[src/rtl/updown_event_counter.sv]
// Modulo up/down event counter: synchronised, edge-detected countup/countdown with clear, clamped load and wrap pulses.
// Define COUNT_DEBOUNCE_EN to insert a per-input debounce stage between synchroniser and edge detector.
module updown_event_counter #(
  parameter int WIDTH           = 4,
  parameter int MODULO          = 10,
  parameter int SYNC_STAGES     = 2,
  parameter int DEBOUNCE_CYCLES = 8
) (
  input  logic             clk,
  input  logic             rst,
  input  logic             countup,
  input  logic             countdown,
  input  logic             clr,
  input  logic             load,
  input  logic [WIDTH-1:0] load_val,
  output logic [WIDTH-1:0] count,
  output logic             wrap_up,
  output logic             wrap_down
);

  localparam logic [WIDTH-1:0] MAX = WIDTH'(MODULO - 1);

  if (SYNC_STAGES < 2 || MODULO < 2 || MODULO > 2**WIDTH || DEBOUNCE_CYCLES < 1) begin : g_param_check
    $error("updown_event_counter: illegal parameter combination");
  end

  logic [SYNC_STAGES-1:0] sync_up, sync_dn, fill;
  logic [1:0] raw, cur, prev, armed, step;

  // fill marks when the synchroniser outputs carry real post-reset samples
  always_ff @(posedge clk or negedge rst) begin
    if (!rst) begin
      sync_up <= '0;
      sync_dn <= '0;
      fill    <= '0;
    end else begin
      sync_up <= {sync_up[SYNC_STAGES-2:0], countup};
      sync_dn <= {sync_dn[SYNC_STAGES-2:0], countdown};
      fill    <= {fill[SYNC_STAGES-2:0], 1'b1};
    end
  end

  assign raw = {sync_dn[SYNC_STAGES-1], sync_up[SYNC_STAGES-1]};

`ifdef COUNT_DEBOUNCE_EN
  typedef enum logic {STABLE, COUNTING} db_state_t;
  localparam int CW = $clog2(DEBOUNCE_CYCLES + 1);

  db_state_t       state    [2];
  db_state_t       state_nx [2];
  logic [CW-1:0]   cnt      [2];
  logic [CW-1:0]   cnt_nx   [2];
  logic [1:0]      stable, stable_nx;

  always_ff @(posedge clk or negedge rst) begin
    if (!rst) begin
      for (int unsigned i = 0; i < 2; i++) begin
        state[i] <= STABLE;
        cnt[i]   <= '0;
      end
      stable <= '0;
    end else begin
      for (int unsigned i = 0; i < 2; i++) begin
        state[i] <= state_nx[i];
        cnt[i]   <= cnt_nx[i];
      end
      stable <= stable_nx;
    end
  end

  // the new level is taken on the DEBOUNCE_CYCLES-th consecutive differing cycle
  always_comb begin
    stable_nx = stable;
    for (int unsigned i = 0; i < 2; i++) begin
      state_nx[i] = state[i];
      cnt_nx[i]   = cnt[i];
      unique case (state[i])
        STABLE: begin
          if (raw[i] != stable[i]) begin
            if (cnt[i] == CW'(DEBOUNCE_CYCLES - 1)) begin
              stable_nx[i] = raw[i];
            end else begin
              cnt_nx[i]   = CW'(1);
              state_nx[i] = COUNTING;
            end
          end
        end
        COUNTING: begin
          if (raw[i] == stable[i]) begin
            cnt_nx[i]   = '0;
            state_nx[i] = STABLE;
          end else if (cnt[i] == CW'(DEBOUNCE_CYCLES - 1)) begin
            stable_nx[i] = raw[i];
            cnt_nx[i]    = '0;
            state_nx[i]  = STABLE;
          end else begin
            cnt_nx[i] = cnt[i] + CW'(1);
          end
        end
        default: begin
          cnt_nx[i]   = '0;
          state_nx[i] = STABLE;
        end
      endcase
    end
  end

  assign cur = stable;
`else
  assign cur = raw;
`endif

  // an edge is accepted only once a genuine low has been observed since reset
  always_ff @(posedge clk or negedge rst) begin
    if (!rst) begin
      prev  <= '0;
      armed <= '0;
    end else begin
      prev  <= cur;
      armed <= armed | (~raw & {2{fill[SYNC_STAGES-1]}});
    end
  end

  assign step = cur & ~prev & armed;

  always_ff @(posedge clk or negedge rst) begin
    if (!rst) begin
      count     <= '0;
      wrap_up   <= 1'b0;
      wrap_down <= 1'b0;
    end else begin
      wrap_up   <= 1'b0;
      wrap_down <= 1'b0;
      if (clr) begin
        count <= '0;
      end else if (load) begin
        count <= (load_val > MAX) ? MAX : load_val;
      end else if (step[0] && !step[1]) begin
        if (count == MAX) begin
          count   <= '0;
          wrap_up <= 1'b1;
        end else begin
          count <= count + WIDTH'(1);
        end
      end else if (step[1] && !step[0]) begin
        if (count == '0) begin
          count     <= MAX;
          wrap_down <= 1'b1;
        end else begin
          count <= count - WIDTH'(1);
        end
      end
    end
  end

endmodule
[config.mk]
export PLATFORM = sky130hd
export DESIGN_NAME = updown_event_counter
export DESIGN_NICKNAME = d
export VERILOG_FILES = /design/src/rtl/updown_event_counter.sv
export SDC_FILE = /design/constraint.sdc
export NUM_CORES = 1
export LEC_CHECK = 0
export ABC_AREA = 1
export BUFFER_PORTS_ARGS = -buffer_cell sky130_fd_sc_hd__clkbuf_2
export CORE_UTILIZATION = 30
export DETAILED_ROUTE_END_ITERATION = 7
export PLACE_DENSITY = 0.51
export SYNTH_ARGS = -nofsm -noshare
export SYNTH_HDL_FRONTEND = slang
export SYNTH_SLANG_ARGS = --single-unit
[constraint.sdc]
create_clock -name clk -period 3.5 [get_ports clk]
set_input_delay 0.35 -clock clk [delete_from_list [all_inputs] [get_ports clk]]
set_output_delay 0.35 -clock clk [all_outputs]
set_load 0.01 [all_outputs]
-- Yosys cells after proc, flatten, opt, wreduce, memory -nomap -nowiden
Cells that the tools add are included.
- flip-flop bits (word level): 16
- bits of input ports: 10
- output and inout bits: 6
- logic and storage cells: 40
- add/subtract/negate cells: 2
- magnitude comparators: 1
- equality and inequality tests: 1
- multiplexer cells: 16
- bitwise logic cells: 6
- reduce and logical (&&, ||, !) cells: 6
- operators by type and width (kind ; number):
    $mux 4 ; 7
    $mux 1 ; 9
    $and 2x2->2 ; 3
    $add 4x1->4 const B ; 1
    $eq 4x4->1 const B ; 1
    $gt 4x4->1 const B ; 1
    $logic_not 4->1 ; 1
    $not 2->2 ; 2
    $reduce_bool 4->1 ; 1
    $sub 4x1->4 const B ; 1
    $logic_and 1x1->1 ; 2
    $logic_not 1->1 ; 2
    $or 2x2->2 ; 1

-- Longest topological paths before layout
Gate-level depths: netlist of run 1.
- depth in word-level cells: 9
- gate-level depth with buffers: 11
- mapped depth without buffers: 11

-- Least setup slack after synthesis of run 1
No wires, ideal clock.
- path kind: reg-to-reg
- start: reg sync_up[1]
- end: reg count[3]
- data arrival time: 1.406 ns
- data required time: 3.435 ns
- slack: 2.030 ns
- cell stages (with the launch flop): 12
- path buffers: 0
- period minus slack after synthesis: 1.470 ns
- path through: dfrtp_1 -> inv_1 -> nor3_1 -> inv_1 -> ha_1 -> nand2_1 -> inv_2 -> nor2_2 -> inv_2 -> a21oi_1 -> nand2_1 -> nand2_1
- cells in the longest elaborated chain, start to end: 6
- ends and longest elaborated chain (element ; RTL line ; text):
    start, declared ; 27 ; logic [SYNC_STAGES-1:0] sync_up, sync_dn, fill;
    start signal, assigned ; 37 ; sync_up <= {sync_up[SYNC_STAGES-2:0], countup};
    $and 2x2->2 (*) (2 in series) ; 124 ; assign step = cur & ~prev & armed;
    $logic_and 1x1->1 ; 138 ; end else if (step[0] && !step[1]) begin
    $mux 4 ; 138 ;
    $mux 4 ; 136 ; end else if (load) begin
    $mux 4 ; 134 ; if (clr) begin
    end signal, assigned ; 137 ; count <= (load_val > MAX) ? MAX : load_val;
    end signal, assigned ; 143 ; count <= count + WIDTH'(1);
    end signal, assigned ; 150 ; count <= count - WIDTH'(1);
    end, declared ; 16 ; output logic [WIDTH-1:0] count,
Mark *: on every way between the ends. The rest lies on a longest branch, timed or not.
A chain may end at the register's enable or synchronous reset.

-- Final worst setup path of run 1
Same ends and word-level chain as after synthesis.

==> results of run 1 <==
[area by class of cell]
type / count / area [um^2]
clock buffers: 4 / 36.3
fillers: 271 / 1550
inverters: 15 / 56.3
multi-input cells: 69 / 358
flip-flops and latches: 16 / 400
well taps: 30 / 37.5
repair buffers: 16 / 85.1
[state kept, by name (all words and copies together) (netlist names)]
register   count
sync_up        2
fill           2
wrap_down      1
wrap_up        1
prev           2
sync_dn        2
armed          2
count          4
[cells in the final DEF (no fill, tap or decap)]
cell type,n
ha_1,6
clkbuf_4,3
nand2_1,25
o211ai_1,1
conb_1,1
o21ai_1,2
or2_2,1
nor3_1,3
nand3_1,7
xor2_1,1
o21ai_0,4
clkbuf_2,15
a21oi_1,5
dfrtp_1,16
clkbuf_8,1
inv_2,2
dlygate4sd3_1,1
nor2_1,10
nand4_1,1
inv_1,13
nor2_2,1
nand3b_1,1
[through the flow]
| stage | total power [W] | cells | hold WS [ps] |
|---|---|---|---|
| after floorplan | 0.000271 | 101 | 54.4 |
| after global placement | 0.000302 | 145 | 287 |
| after detailed placement | 0.000302 | 145 | 289 |
| after CTS | 0.000423 | 150 | 156 |
| after global routing | 0.000449 | 150 | 142 |
| final | 0.000418 | 150 | 167 |
[kinds of logic after synthesis]
| logic type | count (synthesis) | synth area share [%] |
|---|---|---|
| AO/OA/AOI/OAI | 12 | 7.63 |
| XOR/XNOR | 1 | 1.07 |
| adder cells (fa/ha/maj) | 6 | 9.16 |
| buffers and inverters | 16 | 7.48 |
| flip-flops | 16 | 48.9 |
| other | 1 | 0.458 |
| AND/OR/NAND/NOR | 49 | 25.3 |
[worst min path at each step]
stage,depth (start not counted),slack (ps),endpoint,from
2_1_floorplan,0,50,armed[0],rst
3_3_place_gp,1,290,fill[0],rst
3_5_place_dp,1,290,fill[0],rst
4_1_cts,1,160,sync_up[0],countup
5_1_grt,1,140,sync_up[0],countup
6_report,1,170,sync_dn[0],countdown
[report_power, final]
group,leakage [nW],internal [W],switching [W]
Sequential,0.190,0.000195,0.0000144
Combinational,0.312,0.0000354,0.0000534
Clock,0.0210,0.0000633,0.0000559
Total,0.523,0.000294,0.000124
[metal layers]
metal | global-route usage, % | up-vias | wire length, um
li1 | - | 354 | -
met1 | 16.7 | 310 | 734
met2 | 21.1 | 19 | 757
met3 | 5.28 | 0 | 91
met4 | 2.56 | 0 | 0
met5 | 0 | - | 0
==> out/metrics.csv, run 1 <==
stage,metric,value,unit
logic_synthesis,Post-synth EDFFs,0,
critical_path,crit path DAT,1900,ps
critical_path,CP Launch Type,flop,
critical_path,number of buffers and inverters on the critical path,4,
run_status,status,"complete, no violations",
logic_synthesis,syn nets,117,
die,Std-Cell Rows,18,
power_and_ir_drop,PwrDens,429,nW/um^2
logic_synthesis,most used flip-flop cell after synthesis,dfrtp_1,
critical_path,CP max-delay cell,dfrtp_1,
logic_synthesis,Cells after Synth,101,
logic_synthesis,Synth Register Bits,16,
critical_path,Critical Path Stages,11,
logic_synthesis,most frequent cell after synthesis,nand2_1,
critical_path,"Critical Path, Cell by Cell",inv_1 > nor3_1 > inv_1 > ha_1 > nand2_1 > inv_2 > nor2_2 > inv_2 > a21oi_1 > nand2_1 > nand2_1,
cts,root buf cell,clkbuf_4,
cells_and_area,diode count,0,
logic_synthesis,Synth area leaders,"dfrtp_1 (49%), nand2_1 (11%), ha_1 (9.2%)",
die,IO Count,16,
critical_path,Reg-to-Reg End,count[3],
power_and_ir_drop,Peak supply drop,0.000256,V
timing,"Hold Vio Cnt, Final",0,
timing,"Slew Viols, Final",0,
global_route,grt total ovfl,0,
route,DRT Pass-1 Iters,4,
logic_synthesis,post-synthesis cell type count,19,
die,die footprint,2940,um^2
critical_path,worst setup path endpoint,count[3],
placed_design,DPL Wire Length,1.23,mm
job,MaxCap Viol Count,0,
placed_design,Placed Area,927,um^2
cells_and_area,"Core Util, Final",38.6,%
die,die extent in y,54.3,um
placed_design,Port Buffers,15,
cts,CTS Sinks,16,
timing,unrepaired setup endpoints after global routing,false,
logic_synthesis,Yosys warnings,0,
critical_path,crit-path max FO,5,
cts,TritonCTS Buffers,3,
logic_synthesis,Mapped Area,820,um^2
logic_synthesis,cell accounting for the most synthesized area,dfrtp_1,
timing,final period utilization,47.7,%
critical_path,crit path kind,reg -> reg,
logic_synthesis,register area share after synthesis,48.9,%
cells_and_area,layout cells sized above 1,19.2,%
logic_synthesis,top cell type's share of synthesized area,48.9,%
power_and_ir_drop,static leakage,0.523,nW
route,via count,683,
cts,maximum root-to-sink buffer count,2,
timing,PnR worst setup slack,1830,ps
timing,Fmax,599,MHz
cts,H-tree depth,1,
placed_design,post-place setup slack,1820,ps
critical_path,CP dominant cell by count,nand2_1,
cells_and_area,final instance area,973,um^2
route,DR vias/cell,4.55,
hold_path,worst min path class,in -> reg,
global_route,largest net degree at the start of global routing,17,
cts,quantity of gates resized following cts,0,
critical_path,Crit path max-delay family,simple AND/OR/NAND/NOR gates,
cts,CTS clock-pin slew for the worst setup and hold paths,90,ps
cells_and_area,area delta synth->final,18.8,%
global_route,antenna violations before repair,0,
global_route,first-pass GRT wire length,2.73,mm
global_route,vias in the first global route,654,
route,drt drc,0,
die,die extent in x,54.3,um
critical_path,R2R depth,11,
critical_path,crit end category,flop,
die,Initial Util,32.5,%
route,final WL,1.58,mm
timing,post-layout min period,1670,ps
timing,# setup viols final,0,
route,Routed wire per std cell,10.6,um
cts,cts hold-fix bufs,1,
route,initial DRC count,18,
critical_path,max incr delay on CP,370,ps
critical_path,Reg-to-Reg Start,sync_up[1],
logic_synthesis,Synth async-reset ratio,100,%
logic_synthesis,Commonest cells post-synth,"nand2_1 (25), dfrtp_1 (16), inv_1 (13)",
critical_path,Critical Path RT,3730,ps
cts,CTS tree,yes,
logic_synthesis,"Avg Cell Area, Syn",8.11,um^2
timing,Setup Skew,2.25,ps
global_route,Tot GR Track Use,13.2,%
route,Routed Antenna Nets,0,
timing,Setup TNS,0,ps
cts,Post-CTS Setup Inserts,0,
cts,clk_lat worst skew,280,ps
critical_path,internal reg-to-reg setup slack,1830,ps
cells_and_area,Layout Nets,137,
critical_path,Critical Path Start,sync_up[1],
placed_design,Placer Congestion,0.818,
die,core box area,2520,um^2
Power figures use the tool's default switching activity.
==> inputs of run 2 (changes only) <==
- ABC_AREA: 1 -> 0
- clock period: 3.5 -> 1.7 ns (I/O delays scaled with it)
==> out/metrics.csv, run 2 <==
stage,metric,value,unit,change
cells_and_area,most flop-heavy register,count,,unchanged
route,Routed wire per std cell,12.1,um,was 10.6 um
logic_synthesis,Yosys warnings,0,,unchanged
cts,CTS Sinks,16,,unchanged
cells_and_area,filler cell count,245,,was 271
timing,Setup TNS,0,ps,unchanged
route,via count,683,,unchanged
critical_path,crit path DAT,1850,ps,was 1900 ps
critical_path,Critical Path RT,1890,ps,was 3730 ps
logic_synthesis,Post-synth EDFFs,0,,unchanged
logic_synthesis,Synth async-reset ratio,100,%,unchanged
global_route,grt total ovfl,0,,unchanged
die,die footprint,2970,um^2,was 2940 um^2
job,MaxCap Viol Count,0,,unchanged
timing,final period utilization,97.7,%,was 47.7%
logic_synthesis,most used flip-flop cell after synthesis,dfrtp_1,,unchanged
cells_and_area,diode count,0,,unchanged
route,drt drc,0,,unchanged
global_route,Tot GR Track Use,13.5,%,was 13.2%
die,Initial Util,32.4,%,was 32.5%
timing,post-layout min period,1660,ps,was 1670 ps
power_and_ir_drop,Peak supply drop,0.000458,V,was 0.000256 V
logic_synthesis,Mapped Area,826,um^2,was 820 um^2
logic_synthesis,cell accounting for the most synthesized area,dfrtp_1,,unchanged
cells_and_area,layout cells sized above 1,36.7,%,was 19.2%
cts,H-tree depth,1,,unchanged
logic_synthesis,register area share after synthesis,48.5,%,was 48.9%
global_route,antenna violations before repair,0,,unchanged
cts,CTS clock-pin slew for the worst setup and hold paths,100,ps,was 90 ps
logic_synthesis,Synth area leaders,"dfrtp_1 (48%), ha_1 (9.1%), inv_1 (4.5%)",,"was dfrtp_1 (49%), nand2_1 (11%), ha_1 (9.2%)"
logic_synthesis,Cells after Synth,81,,was 101
logic_synthesis,most frequent cell after synthesis,dfrtp_1,,was nand2_1
logic_synthesis,"Avg Cell Area, Syn",10.2,um^2,was 8.11 um^2
route,Routed Antenna Nets,0,,unchanged
placed_design,DPL Wire Length,1.25,mm,was 1.23 mm
global_route,vias in the first global route,575,,was 654
timing,Fmax,602,MHz,was 599 MHz
timing,# setup viols final,0,,unchanged
run_status,status,"complete, no violations",,unchanged
cells_and_area,"commonest non-fill, non-tap cell in the layout",dfrtp_1,,was nand2_1
cells_and_area,"Core Util, Final",43.5,%,was 38.6%
power_and_ir_drop,PwrDens,794,nW/um^2,was 429 nW/um^2
die,IO Count,16,,unchanged
route,DRT Pass-1 Iters,6,,was 4
timing,Setup Skew,12.5,ps,was 2.25 ps
cells_and_area,FF/Latch Area,400,um^2,unchanged
die,die extent in x,54.5,um,was 54.3 um
critical_path,CP Launch Type,flop,,unchanged
route,initial DRC count,12,,was 18
cts,maximum root-to-sink buffer count,2,,unchanged
global_route,largest net degree at the start of global routing,17,,unchanged
route,DR vias/cell,4.91,,was 4.55
logic_synthesis,Synth Register Bits,16,,unchanged
critical_path,crit-path max FO,5,,unchanged
die,core box area,2540,um^2,was 2520 um^2
cells_and_area,"commonest non-fill, non-tap cells in the layout","dfrtp_1 (16), clkbuf_2 (15), inv_1 (8)",,"was nand2_1 (25), dfrtp_1 (16), clkbuf_2 (15)"
die,die extent in y,54.5,um,was 54.3 um
critical_path,crit end category,flop,,unchanged
logic_synthesis,Commonest cells post-synth,"dfrtp_1 (16), inv_1 (10), nand2_1 (7)",,"was nand2_1 (25), dfrtp_1 (16), inv_1 (13)"
logic_synthesis,top cell type's share of synthesized area,48.5,%,was 48.9%
timing,unrepaired setup endpoints after global routing,true,,was false
global_route,first-pass GRT wire length,2.76,mm,was 2.73 mm
critical_path,crit path kind,reg -> reg,,unchanged
logic_synthesis,post-synthesis cell type count,33,,was 19
route,final WL,1.68,mm,was 1.58 mm
timing,"Slew Viols, Final",0,,unchanged
power_and_ir_drop,static leakage,0.508,nW,was 0.523 nW
logic_synthesis,syn nets,97,,was 117
die,Std-Cell Rows,18,,unchanged
cells_and_area,Layout Nets,126,,was 137
timing,"Hold Vio Cnt, Final",0,,unchanged
cts,root buf cell,clkbuf_4,,unchanged
cells_and_area,area delta synth->final,34.1,%,was 18.8%
cells_and_area,area of the multi-input gates,434,um^2,was 358 um^2
placed_design,Port Buffers,15,,unchanged
cts,CTS tree,yes,,unchanged
cells_and_area,number of flip-flops in the largest register,4,,unchanged
cts,clk_lat worst skew,300,ps,was 280 ps
placed_design,Placer Congestion,0.861,,was 0.818
hold_path,worst min path class,in -> reg,,unchanged
cts,TritonCTS Buffers,3,,unchanged
-- run 2: cell count changes after synthesis, sizes merged, moves of 3 or more --
cell     delta
a2111oi     +3
a21oi       -3
inv         -4
o21ai       -3
nand3       -5
nand2      -18
nor2       -10
-- run 2: kinds of logic (layout without fill, tap and decap cells) --
family          after synthesis  in the layout  share of synthesized area, %
xor+xnor                      1              1                          1.06
compound gates               20             20                          18.0
other cells                   1              1                         0.454
buf+inv                      12             40                          5.61
simple gates                 25             25                          17.3
flops                        16             16                          48.5
fa+ha+maj                     6              6                          9.09
-- run 2: where the power goes --
group / switching [W] / internal [W]
clock: 0.000127 / 0.000131
combinational: 0.000106 / 0.0000958
sequential: 0.0000199 / 0.000400
-- run 2: area by class of cell --
cell class / instances / share of cell area (%)
clock buffer: 4 / 3.28
sequential: 16 / 36.2
tap: 30 / 3.39
inverter: 11 / 3.73
timing repair buffer: 25 / 14.2
multi-input combinational: 53 / 39.2
-- run 2: timing repair --
action	4_1_cts	5_1_grt
buffers inserted	0	0
pin swaps	1	5
setup endpoints to repair	2	4
hold buffers	3	0
hold endpoints to repair	18	0
resized for setup	7	4
-- run 2: per-stage QoR --
step | instances | setup slack [ps] | hold slack [ps] | total power [W] | cell area, um^2
after floorplan | 81 | 19.4 | -126 | 0.000527 | 842
after global placement | 132 | -77.3 | 115 | 0.000606 | 1000
after detailed placement | 132 | -84.5 | 113 | 0.000605 | 1000
after CTS | 139 | 12.6 | 98.1 | 0.000880 | 1090
after global routing | 139 | -56.9 | 115 | 0.000935 | 1110
final | 139 | 39.5 | 122 | 0.000879 | 1110
-- run 2: worst max-delay path, cell delays in order (launching register included) --
cell and delay (ps):
dfrtp_1 360, nand2_1 50, or2_4 240, inv_2 70
ha_4 150, inv_2 60, o2111a_1 120, o31a_1 240
a221o_1 260
-- run 2: path summary, 6_finish.rpt --
kind	startpoint	endpoint	slack, ps	depth (start not counted)
max	armed[0]	count[2]	40	8
min	clr	wrap_up	120	2
max reg2reg	armed[0]	count[2]	40	8
min reg2reg	fill[0]	fill[1]	350	0
max in group asynchronous	rst	sync_up[0]	1090	2
min in group asynchronous	rst	wrap_down	320	2
-- run 2: metal layers --
| layer | wire, um | vias up | track usage (%) |
|---|---|---|---|
| li1 | - | 341 | - |
| met1 | 873 | 322 | 20.6 |
| met2 | 723 | 18 | 17.7 |
| met3 | 69 | 2 | 2.50 |
| met4 | 15 | 0 | 6.41 |
| met5 | 0 | - | 0 |
==> inputs of run 3 (changes only) <==
- REMOVE_ABC_BUFFERS: default -> 1
==> out/metrics.csv, run 3 (same netlist as run 2, synthesis figures left out) <==
stage,metric,value,unit,change
timing,# setup viols final,0,,unchanged
route,final WL,1.73,mm,was 1.68 mm
power_and_ir_drop,NetSw,0.000258,W,was 0.000253 W
route,initial DRC count,4,,was 12
timing,WHS,137,ps,was 122 ps
route,drt drc,0,,unchanged
cts,TritonCTS Buffers,3,,unchanged
route,DR vias/cell,4.85,,was 4.91
timing,unrepaired setup endpoints after global routing,true,,unchanged
global_route,grt total ovfl,0,,unchanged
cts,root buf cell,clkbuf_4,,unchanged
die,core box area,2540,um^2,unchanged
cts,CTS Sinks,16,,unchanged
cells_and_area,most flop-heavy register,count,,unchanged
power_and_ir_drop,Pint,0.000640,W,was 0.000626 W
timing,post-layout min period,1650,ps,was 1660 ps
power_and_ir_drop,PwrDens,769,nW/um^2,was 794 nW/um^2
power_and_ir_drop,switching share of power,28.7,%,was 28.8%
placed_design,Port Buffers,15,,unchanged
hold_path,worst min path class,in -> reg,,unchanged
route,DRT Pass-1 Iters,2,,was 6
die,IO Count,16,,unchanged
cells_and_area,layout cells sized above 1,40.4,%,was 36.7%
placed_design,DPL Wire Length,1.27,mm,was 1.25 mm
critical_path,"Critical Path, Cell by Cell",nand2_1 > or2_4 > inv_2 > ha_4 > inv_4 > o2111a_1 > o31a_1 > a221o_1,,was nand2_1 > or2_4 > inv_2 > ha_4 > inv_2 > o2111a_1 > o31a_1 > a221o_1
route,Routed Antenna Nets,0,,unchanged
die,Initial Util,32.4,%,unchanged
route,Routed wire per std cell,12.0,um,was 12.1 um
power_and_ir_drop,Peak supply drop,0.000568,V,was 0.000458 V
power_and_ir_drop,Clk network pwr share,28.4,%,was 29.3%
critical_path,crit path kind,reg -> reg,,unchanged
critical_path,crit end category,flop,,unchanged
placed_design,Placer Congestion,0.805,,was 0.861
die,die extent in y,54.5,um,unchanged
route,via count,699,,was 683
global_route,Tot GR Track Use,13.1,%,was 13.5%
critical_path,CP Launch Type,flop,,unchanged
cells_and_area,number of flip-flops in the largest register,4,,unchanged
timing,"Slew Viols, Final",0,,unchanged
cells_and_area,diode count,0,,unchanged
critical_path,crit-path max FO,5,,unchanged
timing,"Hold Vio Cnt, Final",0,,unchanged
cts,CTS clock-pin slew for the worst setup and hold paths,100,ps,about the same
cts,maximum root-to-sink buffer count,2,,unchanged
global_route,vias in the first global route,602,,was 575
critical_path,CP max-delay cell,dfrtp_1,,unchanged
timing,Setup Skew,10.1,ps,was 12.5 ps
critical_path,internal reg-to-reg setup slack,50,ps,was 40 ps
timing,Fmax,606,MHz,was 602 MHz
cts,CTS tree,yes,,unchanged
power_and_ir_drop,Flop pwr share,47.2,%,was 47.8%
run_status,status,"complete, no violations",,unchanged
global_route,largest net degree at the start of global routing,17,,unchanged
critical_path,Critical Path RT,1880,ps,was 1890 ps
critical_path,max incr delay on CP,360,ps,about the same
power_and_ir_drop,static leakage,0.537,nW,was 0.508 nW
power_and_ir_drop,Tot Pwr,0.000898,W,was 0.000879 W
job,MaxCap Viol Count,0,,unchanged
die,die extent in x,54.5,um,unchanged
die,die footprint,2970,um^2,unchanged
global_route,first-pass GRT wire length,2.72,mm,was 2.76 mm
cells_and_area,Layout Nets,131,,was 126
power_and_ir_drop,combinational power share,24.4,%,was 22.9%
critical_path,crit path DAT,1830,ps,was 1850 ps
die,Std-Cell Rows,18,,unchanged
cells_and_area,"commonest non-fill, non-tap cell in the layout",dfrtp_1,,unchanged
cells_and_area,area delta synth->final,41.4,%,was 34.1%
cts,clk_lat worst skew,290,ps,was 300 ps
cells_and_area,filler cell count,239,,was 245
cells_and_area,"commonest non-fill, non-tap cells in the layout","dfrtp_1 (16), clkbuf_2 (15), buf_4 (10)",,"was dfrtp_1 (16), clkbuf_2 (15), inv_1 (8)"
cts,H-tree depth,1,,unchanged
global_route,antenna violations before repair,0,,unchanged
timing,final period utilization,97.1,%,was 97.7%
run 3: area by class of cell:
type | count | area (um^2) | area share (%)
clock buffer | 4 | 36.3 | 3.11
tap | 30 | 37.5 | 3.22
inverter | 11 | 43.8 | 3.75
multi-input combinational | 53 | 447 | 38.3
timing repair buffer | 30 | 203 | 17.4
sequential | 16 | 400 | 34.3
run 3: what timing repair did:
| item | in CTS | in global routing |
|---|---|---|
| gates resized for setup | 10 | 10 |
| hold endpoints to repair | 18 | 0 |
| endpoints found under the setup margin | 3 | 3 |
| buffers inserted | 0 | 1 |
| pin swaps | 1 | 12 |
| hold buffers | 3 | 0 |
run 3: power by group through the flow:
stage / clock network, W / logic, W / registers (W)
after floorplan: 0 / 0.0000882 / 0.000432
after global placement: 0 / 0.000181 / 0.000429
after detailed placement: 0 / 0.000180 / 0.000428
after CTS: 0.000267 / 0.000198 / 0.000422
after global routing: 0.000275 / 0.000242 / 0.000427
final: 0.000255 / 0.000219 / 0.000424
run 3: worst paths after layout:
kind | startpoint | endpoint | cells past startpoint
setup / recovery | sync_up[1] | count[2] | 8
hold / removal | clr | wrap_up | 2
setup reg to reg | sync_up[1] | count[2] | 8
hold reg to reg | sync_dn[0] | sync_dn[1] | 0
max in group asynchronous | rst | sync_dn[0] | 2
min in group asynchronous | rst | count[2] | 2
run 3: per-layer routing:
| metal | routed length (um) | GRT usage, % |
|---|---|---|
| met5 | 0 | 0 |
| met3 | 51 | 1.67 |
| met4 | 4 | 5.13 |
| met2 | 820 | 19.5 |
| met1 | 853 | 19.0 |
run 3: per-stage QoR:
step                setup WS (ps)  setup TNS, ps  cell area [um^2]  cells  util [%]
detailed placement           -139           -210              1020    136      39.9
floorplan                   -60.3          -60.3               821     80         -
global route                -51.0          -83.0              1170    144      45.9
CTS                          33.7              0              1130    143      44.2
global placement             -179           -275              1020    136      39.9
finish                       49.0              0              1170    144      45.9
run 3: critical path: cells and delay by family, from the launching register on:
family                   cells  cell delay, ps
buffers and inverters        2             120
adder cells (fa/ha/maj)      1             160
AO/OA/AOI/OAI                3             600
AND/OR/NAND/NOR              2             320
flip-flops                   1             360
